### src/rtl/serial_det_arbiter_if.sv
// serial_det_arbiter_if: request/grant, result and counter readout signals of the lane arbiter
interface serial_det_arbiter_if #(
  parameter int N = 4,
  parameter int LW = 2,
  parameter int CNT_W = 8
);
  logic [N-1:0] req;
  logic [N-1:0] bit_in;
  logic [N-1:0] en;
  logic [N-1:0] gnt;
  logic [N-1:0] ctx_clr;
  logic det_valid;
  logic [LW-1:0] det_lane;
  logic det_y;
  logic cnt_clr;
  logic [LW-1:0] cnt_sel;
  logic [CNT_W-1:0] cnt_rd;
  modport master(
    output req, bit_in, en, ctx_clr, cnt_clr, cnt_sel,
    input gnt, det_valid, det_lane, det_y, cnt_rd
  );
  modport slave(
    input req, bit_in, en, ctx_clr, cnt_clr, cnt_sel,
    output gnt, det_valid, det_lane, det_y, cnt_rd
  );
endinterface

### src/rtl/serial_det_arbiter.sv
// serial_det_arbiter: round-robin sharing of one "11" Mealy detector across N serial lanes
module serial_det_arbiter #(
  parameter int N = 4,
  parameter int LW = 2,
  parameter int CNT_W = 8
) (
  input logic clk,
  input logic rst,
  serial_det_arbiter_if.slave bus
);
  logic [LW-1:0] ptr, win, dl;
  logic [LW:0] s;
  logic hit, y, dv, dy;
  logic [N-1:0] elig, ctx;
  logic [CNT_W-1:0] cnt [N];
  // first eligible lane at or after ptr, wrapping from N-1 back to 0
  always_comb begin
    elig = bus.req & bus.en;
    win = '0;
    hit = 1'b0;
    s = '0;
    for (int k = 0; k < N; k++) begin
      s = {1'b0, ptr} + (LW+1)'(k);
      s = s >= (LW+1)'(N) ? s - (LW+1)'(N) : s;
      if (!hit && elig[s[LW-1:0]]) begin
        hit = 1'b1;
        win = s[LW-1:0];
      end
    end
  end
  assign y = ctx[win] & bus.bit_in[win];
  assign bus.gnt = (rst && hit) ? {{(N-1){1'b0}}, 1'b1} << win : '0;
  assign bus.det_valid = dv;
  assign bus.det_lane = dl;
  assign bus.det_y = dy;
  assign bus.cnt_rd = int'(bus.cnt_sel) < N ? cnt[bus.cnt_sel] : '0;
  // result register, rotating pointer and per-lane context; a context clear beats the update
  always_ff @(posedge clk or negedge rst)
    if (!rst) begin
      ptr <= '0;
      ctx <= '0;
      dv <= 1'b0;
      dl <= '0;
      dy <= 1'b0;
    end else begin
      dv <= hit;
      if (hit) begin
        dl <= win;
        dy <= y;
        ptr <= win == LW'(N-1) ? '0 : win + 1'b1;
      end
      ctx <= ((ctx & ~bus.gnt) | (bus.bit_in & bus.gnt)) & ~bus.ctx_clr;
    end
  // saturating per-lane match counters; a global clear beats an increment
  always_ff @(posedge clk or negedge rst)
    if (!rst) begin
      for (int i = 0; i < N; i++) cnt[i] <= '0;
    end else begin
      for (int i = 0; i < N; i++)
        if (bus.cnt_clr) cnt[i] <= '0;
        else if (bus.gnt[i] && y && cnt[i] != '1) cnt[i] <= cnt[i] + 1'b1;
    end
endmodule

### src/flat_wrapper.sv
// flat-port wrapper written by rule: the top's interface ports become plain ports
module serial_det_arbiter_flat 
#(
  parameter int N = 4,
  parameter int LW = 2,
  parameter int CNT_W = 8
)
  (clk, rst, bus_req, bus_bit_in, bus_en, bus_ctx_clr, bus_cnt_clr, bus_cnt_sel, bus_gnt, bus_det_valid, bus_det_lane, bus_det_y, bus_cnt_rd);
  serial_det_arbiter_if #(.N(N), .LW(LW), .CNT_W(CNT_W)) bus_i ();
  input logic clk;
  input logic rst;
  input wire logic [$bits(bus_i.req)-1:0] bus_req;
  input wire logic [$bits(bus_i.bit_in)-1:0] bus_bit_in;
  input wire logic [$bits(bus_i.en)-1:0] bus_en;
  input wire logic [$bits(bus_i.ctx_clr)-1:0] bus_ctx_clr;
  input wire logic [$bits(bus_i.cnt_clr)-1:0] bus_cnt_clr;
  input wire logic [$bits(bus_i.cnt_sel)-1:0] bus_cnt_sel;
  output wire logic [$bits(bus_i.gnt)-1:0] bus_gnt;
  output wire logic [$bits(bus_i.det_valid)-1:0] bus_det_valid;
  output wire logic [$bits(bus_i.det_lane)-1:0] bus_det_lane;
  output wire logic [$bits(bus_i.det_y)-1:0] bus_det_y;
  output wire logic [$bits(bus_i.cnt_rd)-1:0] bus_cnt_rd;
  assign bus_i.req = bus_req;
  assign bus_i.bit_in = bus_bit_in;
  assign bus_i.en = bus_en;
  assign bus_i.ctx_clr = bus_ctx_clr;
  assign bus_i.cnt_clr = bus_cnt_clr;
  assign bus_i.cnt_sel = bus_cnt_sel;
  assign bus_gnt = bus_i.gnt;
  assign bus_det_valid = bus_i.det_valid;
  assign bus_det_lane = bus_i.det_lane;
  assign bus_det_y = bus_i.det_y;
  assign bus_cnt_rd = bus_i.cnt_rd;
  serial_det_arbiter #(.N(N), .LW(LW), .CNT_W(CNT_W)) u_core (.clk(clk), .rst(rst), .bus(bus_i));
endmodule
### config.mk
export PLATFORM = sky130hd
export DESIGN_NAME = serial_det_arbiter_flat
export DESIGN_NICKNAME = d
export VERILOG_FILES = /design/src/rtl/serial_det_arbiter_if.sv /design/src/rtl/serial_det_arbiter.sv /design/src/flat_wrapper.sv
export SDC_FILE = /design/constraint.sdc
export NUM_CORES = 1
export LEC_CHECK = 0
export BUFFER_PORTS_ARGS = -buffer_cell sky130_fd_sc_hd__clkbuf_2
export CORE_MARGIN = 5
export CORE_UTILIZATION = 48
export CTS_CLUSTER_SIZE = 24
export DETAILED_ROUTE_END_ITERATION = 16
export GPL_TIMING_DRIVEN = 0
export PLACE_DENSITY_LB_ADDON = 0.3
export SLEW_MARGIN = 40
export SYNTH_ARGS = -nofsm -noshare
export SYNTH_HDL_FRONTEND = slang
export SYNTH_SLANG_ARGS = --single-unit
### constraint.sdc
create_clock -name clk -period 3.37 [get_ports clk]
set_clock_uncertainty 0.05 [all_clocks]
set_input_delay 0.5055 -clock clk [delete_from_list [all_inputs] [get_ports clk]]
set_output_delay 0.5055 -clock clk [all_outputs]
set_load 0.03 [all_outputs]
==> results of run 1 <==
==> synthesized netlist by cell type, types with 2 or more instances <==
cell type | n | area share [%]
ha_1 | 8 | 3.7
and2_2 | 2 | 0.55
or4_1 | 9 | 2.5
mux2i_1 | 8 | 2.9
nor3_1 | 10 | 1.8
mux4_2 | 8 | 6.6
nand3_1 | 18 | 3.3
o21ai_0 | 3 | 0.55
o211ai_2 | 2 | 0.92
buf_6 | 2 | 0.83
dfrtp_1 | 42 | 39
nor2_1 | 33 | 4.5
nand4_1 | 2 | 0.46
mux2_2 | 17 | 7.0
o21ai_1 | 2 | 0.37
nand2b_1 | 10 | 2.3
inv_1 | 5 | 0.69
a21oi_1 | 13 | 2.4
and3_1 | 12 | 2.8
nand4b_1 | 2 | 0.64
a31o_2 | 2 | 0.64
nor2b_1 | 15 | 3.4
nand3_2 | 2 | 0.74
clkbuf_1 | 6 | 0.83
nand2_1 | 20 | 2.8
o31ai_1 | 10 | 2.8
clkbuf_8 | 2 | 1.0
==> registers in the layout, summed over array words and instances (netlist names) <==
register and count:
u_core.bus.det_y 1, u_core.ptr 2, u_core.cnt 32, u_core.ctx 4, u_core.bus.det_lane 2, u_core.bus.det_valid 1
==> path summary, 6_finish.rpt <==
kind                                               startpoint                                  to  slack [ns]  cells after the start
min reg2reg                u_core.bus.det_lane[0]$_DFFE_PN0N_  u_core.bus.det_lane[0]$_DFFE_PN0N_        0.43                      1
min                                                       rst             u_core.ctx[1]$_DFF_PN0_        0.20                      1
min in group clk                               bus_ctx_clr[3]             u_core.ctx[3]$_DFF_PN0_        0.30                      2
max in group asynchronous                                 rst          u_core.cnt[20]$_DFFE_PN0P_        2.66                      1
max reg2reg                         u_core.ptr[1]$_DFFE_PN0N_          u_core.cnt[31]$_DFFE_PN0P_        0.74                     11
max                                 u_core.ptr[1]$_DFFE_PN0N_          u_core.cnt[31]$_DFFE_PN0P_        0.74                     11
==> power by group through the flow <==
stage	clock, uW	sequential, uW	combinational, uW
finish	306	543	227
global route	337	547	252
CTS	313	543	229
detailed placement	0	553	229
global placement	0	552	225
floorplan	0	565	141
==> per-stage QoR <==
step                      cell area [um^2]  hold slack (ns)  setup slack, ns  total power (uW)
after floorplan                       2723           0.1599           0.8822             705.8
after global placement                2978           0.4162           0.4396             776.3
after detailed placement              2980           0.4195           0.5372             782.2
after CTS                             3057           0.2229           0.7346              1085
after global routing                  3057           0.2527           0.4707              1136
final                                 3057           0.1988           0.7391              1076
==> cell type report <==
cell class,instances,area share (%)
buffer,13,2.906
clock buffer,7,2.497
sequential,42,34.38
tap,72,2.947
inverter,6,0.7368
multi-input combinational,220,51.04
timing repair buffer,33,5.485
==> critical path: stages (launching register included) <==
cell      delay (ns)
dfrtp_1         0.45
o31a_1          0.29
and3_1          0.16
buf_4           0.16
inv_2           0.08
ha_1            0.15
inv_1           0.04
a31oi_1         0.18
nand2_1         0.13
clkbuf_1        0.22
or4_1           0.50
a21oi_1         0.15
==> logic make-up after synthesis <==
logic type	count (synthesis)	share of synthesized area, %
flops	42	38.60
mux	33	16.59
buf+inv	19	4.090
simple gates	139	26.84
fa+ha+maj	8	3.677
compound gates	40	10.20
==> layer usage <==
layer  track usage, %  vias up
li1                 -     1096
met1            24.82     1081
met2            27.97       52
met3            4.175       15
met4            7.194        0
met5                0        -
==> impl_metrics.ini, run 1 <==
[timing]
finalCritPeriodShare_pct = 78.07
final.min_clock_period_ns = 2.631
fmax_ghz = 0.3801
tightest_slew_ns = 0.6272
hold_violations = 0
rsz0062_at_grt = false
slew_headroom_pct = 58.19
slew_violations = 0
setup_violations = 0
totalNegativeSetupSlack_ns = 0

[cts]
clkTransAtPathRegs_ns = 0.07
ctsLongestPathBuffers = 2
postCtsSetupRepairBufs = 0
clk-insertion-delay-late_ns = 0.29
cts_tree = yes
htreeDepth = 2
hold_buffers = 0
root_buffer = clkbuf_8
clock_sinks = 42
cts_resized = 0
cts_buffers = 5

[pwr]
internal_power_uw = 746.6
leakage_uw = 0.001350
peakVddDrop_uv = 162.1
swShare_pct = 30.63
clkPwrFrac_pct = 28.5
seqPwrFrac_pct = 50.4
comb_power_share_pct = 21.1
power_density_nw_per_um2 = 352.1
p_switching_uw = 329.7

[worst_setup_path]
worstPathArrival_ns = 2.80
endpoint_kind = register
worstSetupPathType = register to register
worst_ep_required_time_ns = 3.54
cp-start-kind = register
cp_max_fo = 10

[route]
routed_wl_um = 6296
wl_met3_um = 292
vias_per_cell = 5.710
wl_met2_um = 3021
met1_length_um = 2814
first_iter_violations = 90
ant_nets = 0
highest_layer = met4
wl_per_cell_um = 16.02
via_count = 2244
first_pass_iters = 4
drc = 0

[cells_and_area]
fill_cells = 489
layout_common_cells = 42 x dfrtp_1, 33 x nor2_1, 32 x clkbuf_2, 20 x nand2_1, 18 x nand3_1
regArea_um2 = 1051
final_util_pct = 55.51
multiInputGateArea_um2 = 1560
layout.cells.non_filler = 393
finalNetCount = 350
layout_commonest_cell = dfrtp_1
antenna_cells = 0
drive_gt1_share_pct = 24.61
area_growth_pct = 12.27

[global_routing]
grt_first_pass_wirelength_um = 10570
grt_start_max_net_pins = 48
grt_pass1_vias = 2164
grt_usage_pct = 18.20
overflow = 0
grt_antenna_before_repair = 0

[yosys]
ys_seq_elements = 42
ys_seq_area_share_pct = 38.60
synthCells = 281
syn_area_um2 = 2723
synth_edf_count = 0
async_flop_share_pct = 100.0
ys_types = 43
ys.warnings.count = 0
syn_nets = 310
synth_area_per_cell_um2 = 9.689
synth_flop_cell = dfrtp_1

[floorplan]
dieArea_um2 = 7279
coreArea_um2 = 5507
die_w_um = 85.32
rows = 27
ioPinCount = 37
start_util_pct = 49.44
die_h_um = 85.32

[placement]
dp.cells = 386
hpwl_um = 4699
numPortBuffers = 33
place_congestion = 0.8647

[worst_hold_path]
hold_class = primary input to async pin

[run_status]
status = finished, final reports clean

[run]
cap_violations = 0
Power figures use the tool's default switching activity.
==> run 2: changes to the inputs <==
clock period = 2.3 ns   (was 3.37 ns; I/O delays follow)
==> impl_metrics.ini, run 2 (synthesis gave the netlist of run 1 again) <==
[run_status]
status = finished with violations
violations = setup timing

[route]
ant_nets = 0
wl_per_cell_um = 17.15
via_count = 2319
routed_wl_um = 6861
drc = 0
vias_per_cell = 5.798
first_pass_iters = 4
first_iter_violations = 131

[cells_and_area]
largest_reg_flops = 32
regMostFlops = u_core.cnt
top_regs = u_core.cnt x32, u_core.ctx x4
area_growth_pct = 23.30
antenna_cells = 0
layout_commonest_cell = dfrtp_1
layout_common_cells = 41 x dfrtp_1, 30 x nor2_1, 28 x clkbuf_2, 18 x nand3_1
drive_gt1_share_pct = 36.89
layout.cells.non_filler = 400
final_area_um2 = 3357
finalNetCount = 356

[timing]
setup_ws_ns = -0.05486
final.min_clock_period_ns = 2.355
tightest_slew_ns = 0.6319
slew_violations = 0
rsz0062_at_grt = true
hold_violations = 0
setup_violations = 9
fmax_ghz = 0.4247
slew_headroom_pct = 57.88
finalCritPeriodShare_pct = 102.4

[pwr]
peakVddDrop_uv = 285.3
leakage_uw = 0.001408
power_density_nw_per_um2 = 519.2

[placement]
pre_cts_slack_ns = -0.2450
dp.cells = 386
numPortBuffers = 33
place_area_um2 = 2999
hpwl_um = 4762
place_congestion = 0.8460

[cts]
clkTransAtPathRegs_ns = 0.08
cts_buffers = 5
ctsLongestPathBuffers = 2
clock_sinks = 42
cts_tree = yes
htreeDepth = 2
clk-insertion-delay-late_ns = 0.31
root_buffer = clkbuf_8

[worst_setup_path]
crit_start = u_core.ptr[0]$_DFFE_PN0N_
worst_ep_required_time_ns = 1.90
worstSetupPathType = register to output pin
cp_top_family = compound AO/OA/AOI/OAI gates
worstPathArrival_ns = 1.96
r2r-end = u_core.cnt[6]$_DFFE_PN0P_
worstReg2RegStart = u_core.ptr[0]$_DFFE_PN0N_
cp_num_buf_inv = 2
reg2regPathDepth = 8
path_cells = nor2b_1, o21a_1, o21ba_4, inv_4, ha_1, and3_4, clkbuf_8
cp_max_fo = 5
endpoint_kind = output pin
cp-start-kind = register
slowest_delay_ns = 0.43
slowest_stage = dfrtp_1
r2r_slack_ns = -0.04

[global_routing]
grt_antenna_before_repair = 0
grt_first_pass_wirelength_um = 11280
grt_start_max_net_pins = 48
grt_pass1_vias = 2291
overflow = 0
grt_usage_pct = 19.27

[floorplan]
dieArea_um2 = 7279
start_util_pct = 49.44
ioPinCount = 37
coreArea_um2 = 5507
die_h_um = 85.32
die_w_um = 85.32
rows = 27

[run]
cap_violations = 0

[worst_hold_path]
hold_class = primary input to async pin
==> run 2: cell count changes in the layout (fill, tap and decap cells not counted), sizes merged <==
cell,before,now
buf,5,13
clkbuf,48,45
clkinv,0,1
clkinvlp,0,1
==> run 2: how the worst max path moves through the flow <==
stage / slack, ns / cells after the start / endpoint
3_3_place_gp: -0.46 / 6 / u_core.cnt[12]$_DFFE_PN0P_
3_5_place_dp: -0.25 / 11 / u_core.cnt[31]$_DFFE_PN0P_
6_report: -0.05 / 7 / bus_gnt[1]
5_1_grt: -0.14 / 10 / u_core.cnt[20]$_DFFE_PN0P_
4_1_cts: -0.05 / 12 / u_core.cnt[31]$_DFFE_PN0P_
2_1_floorplan: 0.004 / 11 / u_core.cnt[31]$_DFFE_PN0P_
==> run 2: area by class of cell <==
| class | instances | area [um^2] |
|---|---|---|
| fill | 464 | 2150 |
| multi-input combinational | 220 | 1723 |
| sequential | 42 | 1052 |
| clock buffer | 6 | 82.58 |
| tap | 72 | 90.09 |
| buffer | 13 | 110.1 |
| clock inverter | 2 | 12.51 |
| inverter | 6 | 30.03 |
| timing repair buffer | 39 | 256.5 |
==> run 2: per-stage QoR <==
stage                     utilization (%)  setup TNS [ns]  hold slack (ns)  total power (uW)
after floorplan                         -               0       -0.0005911              1043
after global placement              54.42          -10.54           0.4185              1147
after detailed placement            54.46          -1.655           0.3819              1154
after CTS                           58.58         -0.4341          0.05284              1713
after global routing                60.96          -2.393          0.07600              1835
final                               60.96         -0.2193          0.03075              1743
==> run 2: power breakdown <==
part | switching, uW | internal [uW] | total [uW] | leakage (uW)
clock | 275 | 242 | 517 | 0.0000472
sequential | 31.0 | 767 | 798 | 0.000572
combinational | 255 | 173 | 428 | 0.000789
==> run 2: per-layer routing <==
metal | wire length, um | vias up | GRT usage, %
li1 | - | 1112 | -
met1 | 3018 | 1137 | 26.69
met2 | 3369 | 61 | 30.08
met3 | 361 | 9 | 3.204
met4 | 111 | 0 | 7.482
met5 | 0 | - | 0
==> run 2: timing repair <==
action / in CTS / in global routing
pin swaps: 15 / 6
resized for setup: 25 / 28
gates cloned: 0 / 0
hold buffers: 0 / 0
endpoints found under the setup margin: 17 / 31
buffers inserted: 4 / 2
==> run 3: changes to the inputs <==
ABC_AREA = 1   (was unset)
SLEW_MARGIN = 25   (was 40)
==> impl_metrics.ini, run 3 <==
[yosys]
ys_seq_area_share_pct = 34.54
synth_edf_count = 0
ys_types = 25
yosysTopAreaCell = dfrtp_1
synth_common_cells = 131 x nand2_1, 62 x nor2_1, 58 x nand3_1
synthTopCellsByArea = dfrtp_1 35%, nand2_1 16%, nand3_1 9.5%
syn_area_um2 = 3043
synth_flop_cell = dfrtp_1
async_flop_share_pct = 100.0
synthCells = 430
synth_most_common_cell = nand2_1
synth_area_per_cell_um2 = 7.077
synth_top_area_share_pct = 34.54
ys_seq_elements = 42
syn_nets = 459
ys.warnings.count = 0

[pwr]
power_uw = 4956
power_density_nw_per_um2 = 1297
peakVddDrop_uv = 1208
leakage_uw = 0.001829

[worst_setup_path]
worstPathArrival_ns = 2.19
slowest_stage = dfrtp_1
cp_max_fo = 8
worstSetupPathType = register to output pin
slowest_delay_ns = 0.45
endpoint_kind = output pin
cp-start-kind = register
reg2regPathDepth = 14
path_cells = buf_6, nand3_1, nand3_2, nand2_4, nand4_1, a21oi_4, ha_2, nand2_2, inv_2, buf_8
worst_ep_required_time_ns = 1.90

[timing]
setup_ws_ns = -0.2825
tightest_slew_ns = 0.6953
rsz0062_at_grt = true
fmax_ghz = 0.3872
final.min_clock_period_ns = 2.582
setup_violations = 36
slew_headroom_pct = 53.36
hold_violations = 0
slew_violations = 0
finalCritPeriodShare_pct = 112.3

[floorplan]
ioPinCount = 37
die_h_um = 89.62
die_w_um = 89.62
start_util_pct = 48.76
rows = 29
dieArea_um2 = 8032
coreArea_um2 = 6241

[route]
highest_layer = met4
met1_length_um = 3552
ant_nets = 0
wl_met3_um = 440
wl_per_cell_um = 14.01
routed_wl_um = 7946
first_iter_violations = 207
vias_per_cell = 5.291
drc = 0
wl_met2_um = 3812
first_pass_iters = 5
via_count = 3000

[cts]
cts_buffers = 5
root_buffer = clkbuf_8
hold_buffers = 0
htreeDepth = 2
clk-insertion-delay-late_ns = 0.30
ctsLongestPathBuffers = 2
clkTransAtPathRegs_ns = 0.09
cts_tree = yes
clock_sinks = 42

[global_routing]
grt_antenna_before_repair = 0
grt_start_max_net_pins = 44
overflow = 0
grt_first_pass_wirelength_um = 12720
grt_pass1_vias = 2739
grt_usage_pct = 20.26

[placement]
dp.cells = 542
pre_cts_slack_ns = -0.1763
hpwl_um = 5311
place_congestion = 0.8968
numPortBuffers = 35

[cells_and_area]
layout_common_cells = 97 x nand2_1, 59 x nor2_1, 55 x nand3_1, 42 x dfrtp_1, 38 x nand2_2
layout_commonest_cell = nand2_1
area_growth_pct = 25.58
layout.cells.non_filler = 567
antenna_cells = 0
drive_gt1_share_pct = 29.59
regMostFlops = u_core.cnt
largest_reg_flops = 32
top_regs = u_core.cnt x32, u_core.ctx x4
finalNetCount = 518

[worst_hold_path]
hold_class = primary input to async pin

[run_status]
violations = setup timing
status = finished with violations

[run]
cap_violations = 0
## run 3: changes by cell type in the layout (fill, tap and decap cells not counted), moves of 9 or more
cell      previous run  this run
and3_1               9         0
buf_4                4        14
inv_1                3        18
mux2_2              17         0
nand2_1             17        97
nand2_2              3        38
nand2_4              0        12
nand2b_1            10         0
nand3_1             18        55
nor2_1              30        59
nor2b_1             15         0
o21ai_0              3        18
xor2_1               0        16
## run 3: kinds of logic after synthesis
| kind of cell | share of synthesized area (%) |
|---|---|
| xor gates and xnor gates | 6.908 |
| AOI/OAI and AO/OA | 5.839 |
| adders and majority gates | 3.290 |
| and+or+nand+nor | 44.12 |
| DFF | 34.54 |
| buffers and inverters | 5.304 |
## run 3: critical path, delay by kind of cell (launching register included)
kind / cells / cell delay, ns
flip-flops: 1 / 0.45
AO/OA/AOI/OAI: 1 / 0.25
buffers and inverters: 3 / 0.38
adder cells (fa/ha/maj): 1 / 0.20
AND/OR/NAND/NOR: 5 / 0.61
## run 3: worst paths after layout
path                                                     from                                  to  slack, ns
max                                 u_core.ptr[0]$_DFFE_PN0N_                          bus_gnt[2]      -0.28
min                                                       rst           u_core.cnt[7]$_DFFE_PN0P_       0.02
max reg2reg                         u_core.ptr[0]$_DFFE_PN0N_           u_core.cnt[9]$_DFFE_PN0P_      -0.20
min reg2reg                u_core.bus.det_lane[0]$_DFFE_PN0N_  u_core.bus.det_lane[0]$_DFFE_PN0N_       0.44
max in group asynchronous                                 rst          u_core.cnt[31]$_DFFE_PN0P_       1.77
min in group clk                               bus_ctx_clr[3]             u_core.ctx[3]$_DFF_PN0_       0.13
## run 3: area by class of cell
cell class | instances | area, um^2
Clock inverter | 3 | 21.27
Sequential cell | 42 | 1051
Inverter | 28 | 112.6
Buffer | 11 | 56.30
Clock buffer | 5 | 68.82
Timing Repair Buffer | 49 | 320.3
Tap cell | 77 | 96.34
Fill cell | 579 | 2420
Multi-Input combinational cell | 352 | 2095
## run 3: layer usage
layer | global-route usage (%) | vias to the layer above
li1 | - | 1517
met1 | 27.77 | 1373
met2 | 32.85 | 96
met3 | 3.741 | 14
met4 | 5.548 | 0
met5 | 0 | -
## run 3: repair_timing
item                       4_1_cts  5_1_grt
setup endpoints to repair       36       36
gates resized for setup         47       35
pin swaps                       17       24
cloned                           2        1
setup buffers                    9        5
## run 3: per-stage QoR
step                      util [%]  hold WS, ns  TNS (ns)  instance area (um^2)
after floorplan                  -   -0.0005911         0                  3043
after detailed placement     53.15       0.3749    -5.267                  3317
final                        61.23      0.02462    -5.627                  3821
after global routing         61.23      0.07855    -10.71                  3821
after CTS                    58.24      0.04507    -2.250                  3635
after global placement       53.11       0.4160    -5.911                  3314
## run 3: power breakdown
part / internal (uW) / switching [uW]
clock network: 214 / 280
registers: 899 / 158
logic: 1300 / 2110
